==> src/rtl/mux16_arbiter_if.sv <==
// mux16_arbiter_if: bundles the two source channels and the merged output
// channel of mux16_arbiter.
//
// Handshake rule for every channel in this bundle: a word moves when valid
// and ready are both high at a rising clock edge. A source keeps valid high
// until it sees ready. valid must never be derived from ready, and ready may
// depend on valid in the same cycle.
interface mux16_arbiter_if #(
    parameter int WIDTH = 16
);
    logic [WIDTH-1:0] a_data;
    logic             a_valid;
    logic             a_ready;
    logic [WIDTH-1:0] b_data;
    logic             b_valid;
    logic             b_ready;
    logic [WIDTH-1:0] out_data;
    logic             out_sel;
    logic             out_valid;
    logic             out_ready;

    // View seen by the arbiter itself.
    modport slave (
        input  a_data, a_valid, b_data, b_valid, out_ready,
        output a_ready, b_ready, out_data, out_sel, out_valid
    );

    // View seen by whatever drives the sources and drains the output.
    modport master (
        output a_data, a_valid, b_data, b_valid, out_ready,
        input  a_ready, b_ready, out_data, out_sel, out_valid
    );
endinterface

==> src/rtl/mux16_arbiter.sv <==
// mux16_arbiter: merges source channels a and b into one registered output
// channel tagged with out_sel (0 = a, 1 = b). Round-robin arbitration, one
// output register, no combinational path from input data to output data.
//
// Optional feature: define MUX16_ARBITER_GRANT_COUNT_EN to add saturating
// per-source transfer counters (a_count, b_count) with a synchronous clear
// input (count_clr).
module mux16_arbiter #(
    parameter int WIDTH     = 16,
    parameter bit FIRST_PRI = 1'b0
) (
    input  logic                 clk,
    input  logic                 rst_n,
`ifdef MUX16_ARBITER_GRANT_COUNT_EN
    input  logic                 count_clr,
    output logic [15:0]          a_count,
    output logic [15:0]          b_count,
`endif
    mux16_arbiter_if.slave       bus
);

    logic [WIDTH-1:0] out_data_q, out_data_d;
    logic             out_sel_q, out_sel_d;
    logic             out_valid_q, out_valid_d;
    // Priority pointer: source that wins the next contended cycle.
    logic             pri_q, pri_d;

    logic             load;
    logic             grant_a;
    logic             grant_b;

    // Grant: only when the output slot is free or draining, never in reset.
    always_comb begin
        load    = !out_valid_q || bus.out_ready;
        grant_a = 1'b0;
        grant_b = 1'b0;
        if (rst_n && load) begin
            if (bus.a_valid && bus.b_valid) begin
                grant_a = !pri_q;
                grant_b = pri_q;
            end else begin
                grant_a = bus.a_valid;
                grant_b = bus.b_valid;
            end
        end
    end

    // Next-state for the output slot and the priority pointer.
    always_comb begin
        out_data_d  = out_data_q;
        out_sel_d   = out_sel_q;
        out_valid_d = out_valid_q;
        pri_d       = pri_q;
        if (grant_a) begin
            out_data_d  = bus.a_data;
            out_sel_d   = 1'b0;
            out_valid_d = 1'b1;
            pri_d       = 1'b1;
        end else if (grant_b) begin
            out_data_d  = bus.b_data;
            out_sel_d   = 1'b1;
            out_valid_d = 1'b1;
            pri_d       = 1'b0;
        end else if (load) begin
            // Slot drained (or already empty) with nothing new to load.
            out_valid_d = 1'b0;
        end
    end

    // Output register and priority pointer; reset discards any pending word.
    always_ff @(posedge clk) begin
        if (!rst_n) begin
            out_data_q  <= '0;
            out_sel_q   <= 1'b0;
            out_valid_q <= 1'b0;
            pri_q       <= FIRST_PRI;
        end else begin
            out_data_q  <= out_data_d;
            out_sel_q   <= out_sel_d;
            out_valid_q <= out_valid_d;
            pri_q       <= pri_d;
        end
    end

    assign bus.a_ready   = grant_a;
    assign bus.b_ready   = grant_b;
    assign bus.out_data  = out_data_q;
    assign bus.out_sel   = out_sel_q;
    assign bus.out_valid = out_valid_q;

`ifdef MUX16_ARBITER_GRANT_COUNT_EN
    logic [15:0] a_count_q, a_count_d;
    logic [15:0] b_count_q, b_count_d;

    // Saturating transfer counters; clear wins over a same-cycle increment.
    always_comb begin
        a_count_d = a_count_q;
        b_count_d = b_count_q;
        if (count_clr) begin
            a_count_d = '0;
            b_count_d = '0;
        end else begin
            if (grant_a && (a_count_q != 16'hFFFF)) begin
                a_count_d = a_count_q + 16'd1;
            end
            if (grant_b && (b_count_q != 16'hFFFF)) begin
                b_count_d = b_count_q + 16'd1;
            end
        end
    end

    // Counter registers.
    always_ff @(posedge clk) begin
        if (!rst_n) begin
            a_count_q <= '0;
            b_count_q <= '0;
        end else begin
            a_count_q <= a_count_d;
            b_count_q <= b_count_d;
        end
    end

    assign a_count = a_count_q;
    assign b_count = b_count_q;
`endif

endmodule
==> src/flat_wrapper.sv <==
// flat-port wrapper written by rule: the top's interface ports become plain ports
module mux16_arbiter_flat 
#(
    parameter int WIDTH     = 16,
    parameter bit FIRST_PRI = 1'b0
)
  (clk, rst_n, bus_a_data, bus_a_valid, bus_b_data, bus_b_valid, bus_out_ready, bus_a_ready, bus_b_ready, bus_out_data, bus_out_sel, bus_out_valid);
  mux16_arbiter_if #(.WIDTH(WIDTH)) bus_i ();
  input  logic clk;
  input  logic rst_n;
  input wire logic [$bits(bus_i.a_data)-1:0] bus_a_data;
  input wire logic [$bits(bus_i.a_valid)-1:0] bus_a_valid;
  input wire logic [$bits(bus_i.b_data)-1:0] bus_b_data;
  input wire logic [$bits(bus_i.b_valid)-1:0] bus_b_valid;
  input wire logic [$bits(bus_i.out_ready)-1:0] bus_out_ready;
  output wire logic [$bits(bus_i.a_ready)-1:0] bus_a_ready;
  output wire logic [$bits(bus_i.b_ready)-1:0] bus_b_ready;
  output wire logic [$bits(bus_i.out_data)-1:0] bus_out_data;
  output wire logic [$bits(bus_i.out_sel)-1:0] bus_out_sel;
  output wire logic [$bits(bus_i.out_valid)-1:0] bus_out_valid;
  assign bus_i.a_data = bus_a_data;
  assign bus_i.a_valid = bus_a_valid;
  assign bus_i.b_data = bus_b_data;
  assign bus_i.b_valid = bus_b_valid;
  assign bus_i.out_ready = bus_out_ready;
  assign bus_a_ready = bus_i.a_ready;
  assign bus_b_ready = bus_i.b_ready;
  assign bus_out_data = bus_i.out_data;
  assign bus_out_sel = bus_i.out_sel;
  assign bus_out_valid = bus_i.out_valid;
  mux16_arbiter #(.WIDTH(WIDTH), .FIRST_PRI(FIRST_PRI)) u_core (.clk(clk), .rst_n(rst_n), .bus(bus_i));
endmodule
==> config.mk <==
export PLATFORM = sky130hd
export DESIGN_NAME = mux16_arbiter_flat
export DESIGN_NICKNAME = d
export VERILOG_FILES = /design/src/rtl/mux16_arbiter_if.sv /design/src/rtl/mux16_arbiter.sv /design/src/flat_wrapper.sv
export SDC_FILE = /design/constraint.sdc
export NUM_CORES = 1
export LEC_CHECK = 0
export ABC_AREA = 1
export BUFFER_PORTS_ARGS = -buffer_cell sky130_fd_sc_hd__buf_2
export CAP_MARGIN = 10
export CORE_MARGIN = 4
export CORE_UTILIZATION = 40
export DETAILED_ROUTE_END_ITERATION = 10
export PLACE_DENSITY_LB_ADDON = 0.05
export SYNTH_ARGS = -nofsm -noshare
export SYNTH_HDL_FRONTEND = slang
export SYNTH_SLANG_ARGS = --single-unit
==> constraint.sdc <==
create_clock -name clk -period 1.1 [get_ports clk]
set_input_delay 0 -clock clk [delete_from_list [all_inputs] [get_ports clk]]
set_output_delay 0 -clock clk [all_outputs]
set_load 0.005 [all_outputs]
Word level (Yosys, flattened, before mapping)

Cells that the tools add are included.

Bits in registers: 19
Bits in latches: 0
Bits in writable memories: 0
ROM bits: 0
Input bits: 37
Output and inout port bits: 20
Word-level logic and storage cells: 24
Memories: 0

Add/sub/neg operators: 0
Multiply operators: 0
Divide/modulo/power cells: 0
$lt $le $gt $ge: 0
Equality and inequality tests: 0
Shift-type cells: 0
Mux-type cells: 11
Bitwise gates (word level): 1
Reduce and logical (&&, ||, !) cells: 8

Operators by type and width:

| operator          | number |
|---|---|
| $mux 16           | 2 |
| $mux 1            | 9 |
| $reduce_bool 3->1 | 1 |
| $logic_and 1x1->1 | 2 |
| $logic_not 1->1   | 2 |
| $reduce_bool 2->1 | 1 |
| $reduce_or 2->1   | 1 |
| $logic_or 1x1->1  | 1 |
| $not 1->1         | 1 |

Longest topological paths before layout

Gate-level depths: netlist (run 1).

Depth in word-level cells: 6
Gate-level depth with buffers: 9
Depth with buffers taken out: 7

Worst setup path before layout (run 1)

OpenSTA, ideal clock, no wires.

Path type: flip-flop to flip-flop
Start point: register u_core.pri_q
End point: register u_core.out_data_q[10] (netlist: u_core.bus.out_data[10])
Library setup time: 0.111 ns
Arrival time: 1.126 ns
Data required time: 0.989 ns
Path slack: -0.137 ns
Stages on the path, launching flop included: 6
Path buffers: 1
Clock period less this slack: 1.237 ns
Cell sequence: dfxtp_1 > a21oi_2 > o21ai_2 > buf_6 > nor2_1 > nor2_1

Cells in the longest elaborated chain, start to end: 4
Elaborated cells between the ends (all ways): 7
Those cells by class: mux: 5; reduce/logical: 2

RTL lines:

| element                                             | RTL line            | source |
|---|---|---|
| start, declared                                     | mux16_arbiter.sv:26 | `logic pri_q, pri_d;` |
| start signal, assigned                              | mux16_arbiter.sv:81 | `pri_q <= pri_d;` |
| $logic_not 1->1                                     | mux16_arbiter.sv:39 | `grant_a = !pri_q;` |
| $mux 1                                              | mux16_arbiter.sv:38 | `if (bus.a_valid && bus.b_valid) begin` |
| $mux 1                                              | mux16_arbiter.sv:37 | `if (rst_n && load) begin` |
| $mux 16 / $reduce_bool 2->1 (equally long branches) | n/a                 |  |
| end signal, assigned                                | mux16_arbiter.sv:78 | `out_data_q <= out_data_d;` |
| end, declared                                       | mux16_arbiter.sv:22 | `logic [WIDTH-1:0] out_data_q, out_data_d;` |

Parallel ways exist; a longest one is shown, timed or not.
A chain may end at the register's enable or synchronous reset.

Worst setup path after layout (run 1)

Start point: register u_core.pri_q
End point: register u_core.out_data_q[7] (netlist: u_core.bus.out_data[7])

The elaborated chain is that of the path after synthesis.

==> summary.txt, run 1 <==
share of the synthesized area in the top cell type - 34.98%
r2r worst-path depth - 8
Mean Syn Cell Area - 6.838 um^2
CP Data Required Time - 1.32 ns
filler cell count - 237
post-synthesis mux area share - 0%
simple logic cell fraction of the synthesized area - 49.14%
Clock Path Buffers - 2
WL per Instance - 11.58 um
register bit total from synthesis - 19
Total GRT Usage - 19.62%
Layout Cell Area excl Fill - 1759 um^2
Clk pwr share - 20.7%
pre-CTS setup slack - -0.2092 ns
status - complete, but fails checks
crit path time final - 1.248 ns
Final nets - 284
Final Setup Violations - 21
slew of the pin with the lowest slew margin - 0.2120 ns
die footprint - 3616 um^2
H-tree levels - 1
worst vdd ir - 0.8063 mV
core area - 2545 um^2
first-pass GRT wire length - 5430 um
sequential share of power - 44.4%
Final WS setup - -0.1482 ns
initial core utilization - 42.72%
DR pass1 iterations - 4
clock skew - 0.008202 ns
Slew Limit Headroom - 85.84%
Initial DRC Count - 63
P_sw - 533.4 uW
Synth Cell Area - 1087 um^2
Fmax - 801.2 MHz
clk slew on worst S/H paths - 0.11 ns
Worst Path Arrival - 1.46 ns
Detailed Route WL - 3195 um
clock sinks - 19
# diodes - 0
startpoint types - flop
Hold WC Path Type - primary input to flop
DRC errors left - 0
Post-Synth Adder-Cell Area - 0%
Die X - 60.14 um
Hold Slack - 0.001672 ns
failing checks - setup timing
Util after Layout - 69.12%
hold path endpoint - u_core.bus.out_data[3]
Post-Syn Nets - 196
Cell Rows - 18
root buf cell - clkbuf_4
DP Area - 1438 um^2
post-synthesis sequential area ratio - 34.98%
Yosys cell types - 17
maximum capacitance violations - 0
Hold Path Origin - bus_b_data[3]
# placed instances - 248
Internal - 1225 uW
vias post-DR - 1,302
Area Growth Syn to Fin - 61.80%
synth top area cells - dfxtp_1, nand2_1, nor2_1
vias in the first global route - 1,244
R2R Setup Slk - -0.15 ns
CTS buffer count - 3
XOR/XNOR Fraction of Synth Area - 0%
grt ovf - 0
Final Hold Violating Endpoints - 0
final cell count without fillers - 276
vias per cell - 4.717
Placer Congestion - 0.7405
PwrDens - 999.7 nW/um^2
Sw Share - 30.33%
final slew viol count - 0
post-route ant nets - 0
RSZ-0062 raised after global routing - true
Skew-Pair Late Insertion Delay - 0.31 ns
largest family of logic cells by synthesized area - simple AND/OR/NAND/NOR gates
largest net degree at the start of global routing - 31
Mapped Cells - 159
most frequent cells in the layout - buf_2, nand2_1, nor2_1
endpoint class of the critical path - flop
Comb pwr share - 34.9%
post-synthesis compound-gate area fraction - 5.524%
RR Startpoint - u_core.pri_q
Synth area leader - dfxtp_1
dpl hpwl - 2070 um
final worst path period share - 113.5%
initial antenna violation count - 0
leakage power - 0.0009670 uW
overall die height - 60.14 um
Hold Crit Depth - 5
CTS tree - yes
I/O Pins - 57
capturing point of the worst reg2reg path - u_core.bus.out_data[7]
WS Path Type - flop to flop
most common cell after layout, fill and taps aside - buf_2
ratio of cells with drive above 1 in the final layout - 39.02%
YS warnings - 0
Buffers on Ports - 56
Worst Path Max Fanout - 3
## sequential cells by signal (all words and copies together), names as in the netlist
name / count
u_core.bus.out_data: 16
u_core.bus.out_sel: 1
u_core.bus.out_valid: 1
u_core.pri_q: 1
## layer usage
layer,global-route usage (%),vias up,wire length [um]
met3,3.456,2,221
met1,23.67,583,1355
met4,6.329,0,34
met2,34.72,41,1583
li1,-,676,-
met5,0,-,0
## power by group through the flow
stage,Sequential (uW),Combinational (uW),Clock [uW]
3_5_place_dp,798,494,0
4_1_cts,782,604,384
6_report,782,613,364
5_1_grt,791,685,430
3_3_place_gp,796,486,0
2_1_floorplan,806,294,0
## worst max path at each step
stage | from | to | slack [ns] | cells past startpoint
after floorplan | u_core.bus.out_valid | u_core.bus.out_data[10] | -0.07 | 5
after global placement | u_core.pri_q | u_core.bus.out_data[5] | -0.18 | 5
after detailed placement | u_core.pri_q | u_core.bus.out_valid | -0.21 | 4
after CTS | u_core.bus.out_valid | bus_b_ready | -0.13 | 5
after global routing | u_core.bus.out_valid | u_core.bus.out_data[7] | -0.22 | 7
final | u_core.pri_q | u_core.bus.out_data[7] | -0.15 | 8
## cell type report
type | instances | area [um^2] | share of cell area, %
repair buffers | 92 | 641.9 | 36.49
flip-flops and latches | 19 | 385.4 | 21.91
multi-input cells | 124 | 636.9 | 36.20
inverters | 7 | 31.28 | 1.778
clock buffers | 4 | 26.28 | 1.494
well taps | 30 | 37.54 | 2.134
## cell families (layout without fill, tap and decap cells)
kind of cell	count (synthesis)	in the layout
DFF	19	19
AOI/OAI and AO/OA	7	7
and+or+nand+nor	117	117
buffers and inverters	16	103
## cell usage after synthesis
library cell	count
nand2_4	2
a21oi_4	1
buf_6	5
buf_2	1
nand2_1	49
nand3_1	16
o21ai_2	1
nand3b_1	16
buf_4	3
dfxtp_1	19
a21boi_2	1
nor2_1	34
inv_4	1
o21ai_0	1
a21oi_2	1
a21oi_1	2
inv_1	6
## worst max-delay path, stage by stage, from the launching register on
cell and delay (ns):
dfxtp_4 0.38, a21oi_4 0.20, nand2_4 0.08, buf_6 0.13
buf_4 0.13, nand2_2 0.05, nand2_2 0.05, nor2_2 0.10
nor2_1 0.05
## stage by stage
step                      power [uW]  TNS, ns
after floorplan                 1100  -0.9885
after global placement          1283   -3.026
after detailed placement        1292   -3.353
after CTS                       1770   -1.991
after global routing            1906   -3.546
final                           1759   -1.723
## repair_timing
item / CTS / global route
gates resized for setup: 13 / 5
setup endpoints to repair: 21 / 21
endpoints found under the hold margin: 15 / 0
pin swaps: 5 / 6
buffers inserted: 9 / 0
hold buffers: 15 / 0
Power figures use the tool's default switching activity.
==> inputs of run 2 (changes only) <==
Settings changed: REMOVE_ABC_BUFFERS set to 1.
==> run 2 against run 1 <==
Against the previous run: the run ends with hold timing, setup timing left; worst setup slack better by 0.010 ns; critical path type unchanged; combinational power fell by 2%; sequential power barely moved; sequential share of layout area grew 0.54 points; power shrank 0.25%; utilization down 1.7 points; critical path depth is the same; clock-buffer cell count decreased by 1; register-to-register slack barely moved; worst hold slack worse by 0.0034 ns; sequential cell count stayed put; die area unchanged.
==> summary.txt, run 2 (synthesis results as in run 1) <==
Slew Limit Headroom - 86.54% (was 85.84%)
Sw Share - 31.21% (was 30.33%)
Worst Path Arrival - 1.45 ns (was 1.46 ns)
register area - 385.4 um^2 (unchanged)
# placed instances - 249 (was 248)
TNS Setup - -1.754 ns (was -1.723 ns)
clock sinks - 19 (unchanged)
Worst Path Max Fanout - 7 (was 3)
area of the multi-input gates - 636.9 um^2 (unchanged)
largest net degree at the start of global routing - 24 (was 31)
P_sw - 547.5 uW (was 533.4 uW)
Buffers on Ports - 56 (unchanged)
# diodes - 0 (unchanged)
Detailed Route WL - 3242 um (was 3195 um)
Final Setup Violations - 19 (was 21)
Placer Congestion - 0.6796 (was 0.7405)
Internal - 1207 uW (was 1225 uW)
final worst path period share - 112.5% (was 113.5%)
first-pass GRT wire length - 5168 um (was 5430 um)
final slew viol count - 0 (unchanged)
WS Path Type - flop to flop (unchanged)
Comb pwr share - 34.2% (was 34.9%)
final cell count without fillers - 270 (was 276)
H-tree levels - 1 (unchanged)
Skew-Pair Late Insertion Delay - 0.30 ns (was 0.31 ns)
maximum capacitance violations - 0 (unchanged)
RSZ-0062 raised after global routing - true (unchanged)
grt ovf - 0 (unchanged)
Final Hold Violating Endpoints - 1 (was 0)
I/O Pins - 57 (unchanged)
Clock Path Buffers - 2 (unchanged)
Hold Crit Depth - 5 (unchanged)
CP Data Required Time - 1.31 ns (was 1.32 ns)
CTS buffer count - 3 (unchanged)
Cell Rows - 18 (unchanged)
Final WS setup - -0.1378 ns (was -0.1482 ns)
total power - 1754 uW (was 1759 uW)
DRC errors left - 0 (unchanged)
clk slew on worst S/H paths - 0.12 ns (was 0.11 ns)
crit path time final - 1.238 ns (was 1.248 ns)
WL per Instance - 12.01 um (was 11.58 um)
dpl hpwl - 2205 um (was 2070 um)
worst vdd ir - 0.7680 mV (was 0.8063 mV)
max FFs per register - 16 (unchanged)
failing checks - hold timing, setup timing (was setup timing)
initial antenna violation count - 0 (unchanged)
r2r worst-path depth - 8 (unchanged)
initial core utilization - 42.72% (unchanged)
ratio of cells with drive above 1 in the final layout - 40.00% (was 39.02%)
PwrDens - 1022 nW/um^2 (was 999.7 nW/um^2)
CTS tree - yes (unchanged)
Total GRT Usage - 18.86% (was 19.62%)
vias in the first global route - 1,195 (was 1,244)
Area Growth Syn to Fin - 57.88% (was 61.80%)
slew of the pin with the lowest slew margin - 0.2013 ns (was 0.2120 ns)
root buf cell - clkbuf_4 (unchanged)
clock skew - 0.003181 ns (was 0.008202 ns)
vias post-DR - 1,280 (was 1,302)
startpoint types - flop (unchanged)
most common cell after layout, fill and taps aside - buf_2 (unchanged)
Initial DRC Count - 64 (was 63)
most frequent cells in the layout - buf_2, nand2_1, nor2_1 (unchanged)
Fmax - 807.9 MHz (was 801.2 MHz)
Final nets - 278 (was 284)
leakage power - 0.0009542 uW (was 0.0009670 uW)
Die X - 60.14 um (unchanged)
overall die height - 60.14 um (unchanged)
sequential share of power - 44.6% (was 44.4%)
DR pass1 iterations - 6 (was 4)
Hold WC Path Type - primary input to flop (unchanged)
die footprint - 3616 um^2 (unchanged)
filler cell count - 224 (was 237)
Hold Slack - -0.001766 ns (was 0.001672 ns)
status - complete, but fails checks (unchanged)
endpoint class of the critical path - flop (unchanged)
post-route ant nets - 0 (unchanged)
core area - 2545 um^2 (unchanged)
vias per cell - 4.741 (was 4.717)
Clk pwr share - 21.2% (was 20.7%)
run 2: cell count changes in the layout (fill, tap and decap cells not counted), sizes merged:
cell and change:
dlygate4sd3 -4, buf -2, clkinv +2, clkbuf -1, inv -1
run 2: power groups by stage:
stage	Clock (uW)	Combinational, uW	Sequential, uW
after floorplan	0	247	803
after global placement	0	493	794
after detailed placement	0	504	798
after CTS	384	582	785
after global routing	412	668	792
final	372	599	783
run 2: worst max-delay path: stages, from the launching register on:
cell and delay, ns:
dfxtp_4 0.38, a21oi_4 0.17, nand2_4 0.09, buf_12 0.15, buf_12 0.13, nand2_4 0.05
nand2_2 0.04, nor2_2 0.10, nor2_1 0.05
run 2: through the flow:
| stage | hold slack, ns | setup slack [ns] | utilization, % | area [um^2] |
|---|---|---|---|---|
| 2_1_floorplan | 0.1263 | -0.4377 | - | 1003 |
| 3_3_place_gp | 0.2934 | -0.09985 | 56.74 | 1444 |
| 3_5_place_dp | 0.3010 | -0.1480 | 56.74 | 1444 |
| 4_1_cts | 0.0007665 | -0.1205 | 65.88 | 1677 |
| 5_1_grt | 0.01687 | -0.1898 | 67.45 | 1717 |
| 6_report | -0.001766 | -0.1378 | 67.45 | 1717 |
run 2: final cells by class:
| type | instances | area share, % |
|---|---|---|
| Inverter | 7 | 2.405 |
| Clock inverter | 1 | 0.2915 |
| Multi-Input combinational cell | 124 | 37.10 |
| Sequential cell | 19 | 22.45 |
| Tap cell | 30 | 2.187 |
| Clock buffer | 3 | 1.312 |
| Timing Repair Buffer | 86 | 34.26 |
run 2: path summary, 6_finish.rpt:
kind / start / endpoint / slack (ns)
hold / removal: bus_b_data[5] / u_core.bus.out_data[5] / -0.002
setup reg to reg: u_core.pri_q / u_core.bus.out_data[11] / -0.14
setup / recovery: u_core.pri_q / u_core.bus.out_data[11] / -0.14
hold reg to reg: u_core.bus.out_sel / u_core.bus.out_sel / 0.49
run 2: repair_timing:
action,4_1_cts,5_1_grt
gates cloned,0,0
setup endpoints to repair,21,21
endpoints found under the hold margin,11,0
resized for setup,12,11
pin swaps,3,6
setup buffers,5,1
hold buffers,11,0
run 2: layer usage:
layer | wire length, um | up-vias | global-route usage (%)
met5 | 0 | - | 0
met3 | 238 | 4 | 3.456
met2 | 1600 | 47 | 32.10
met4 | 40 | 0 | 7.595
li1 | - | 664 | -
met1 | 1363 | 565 | 23.13
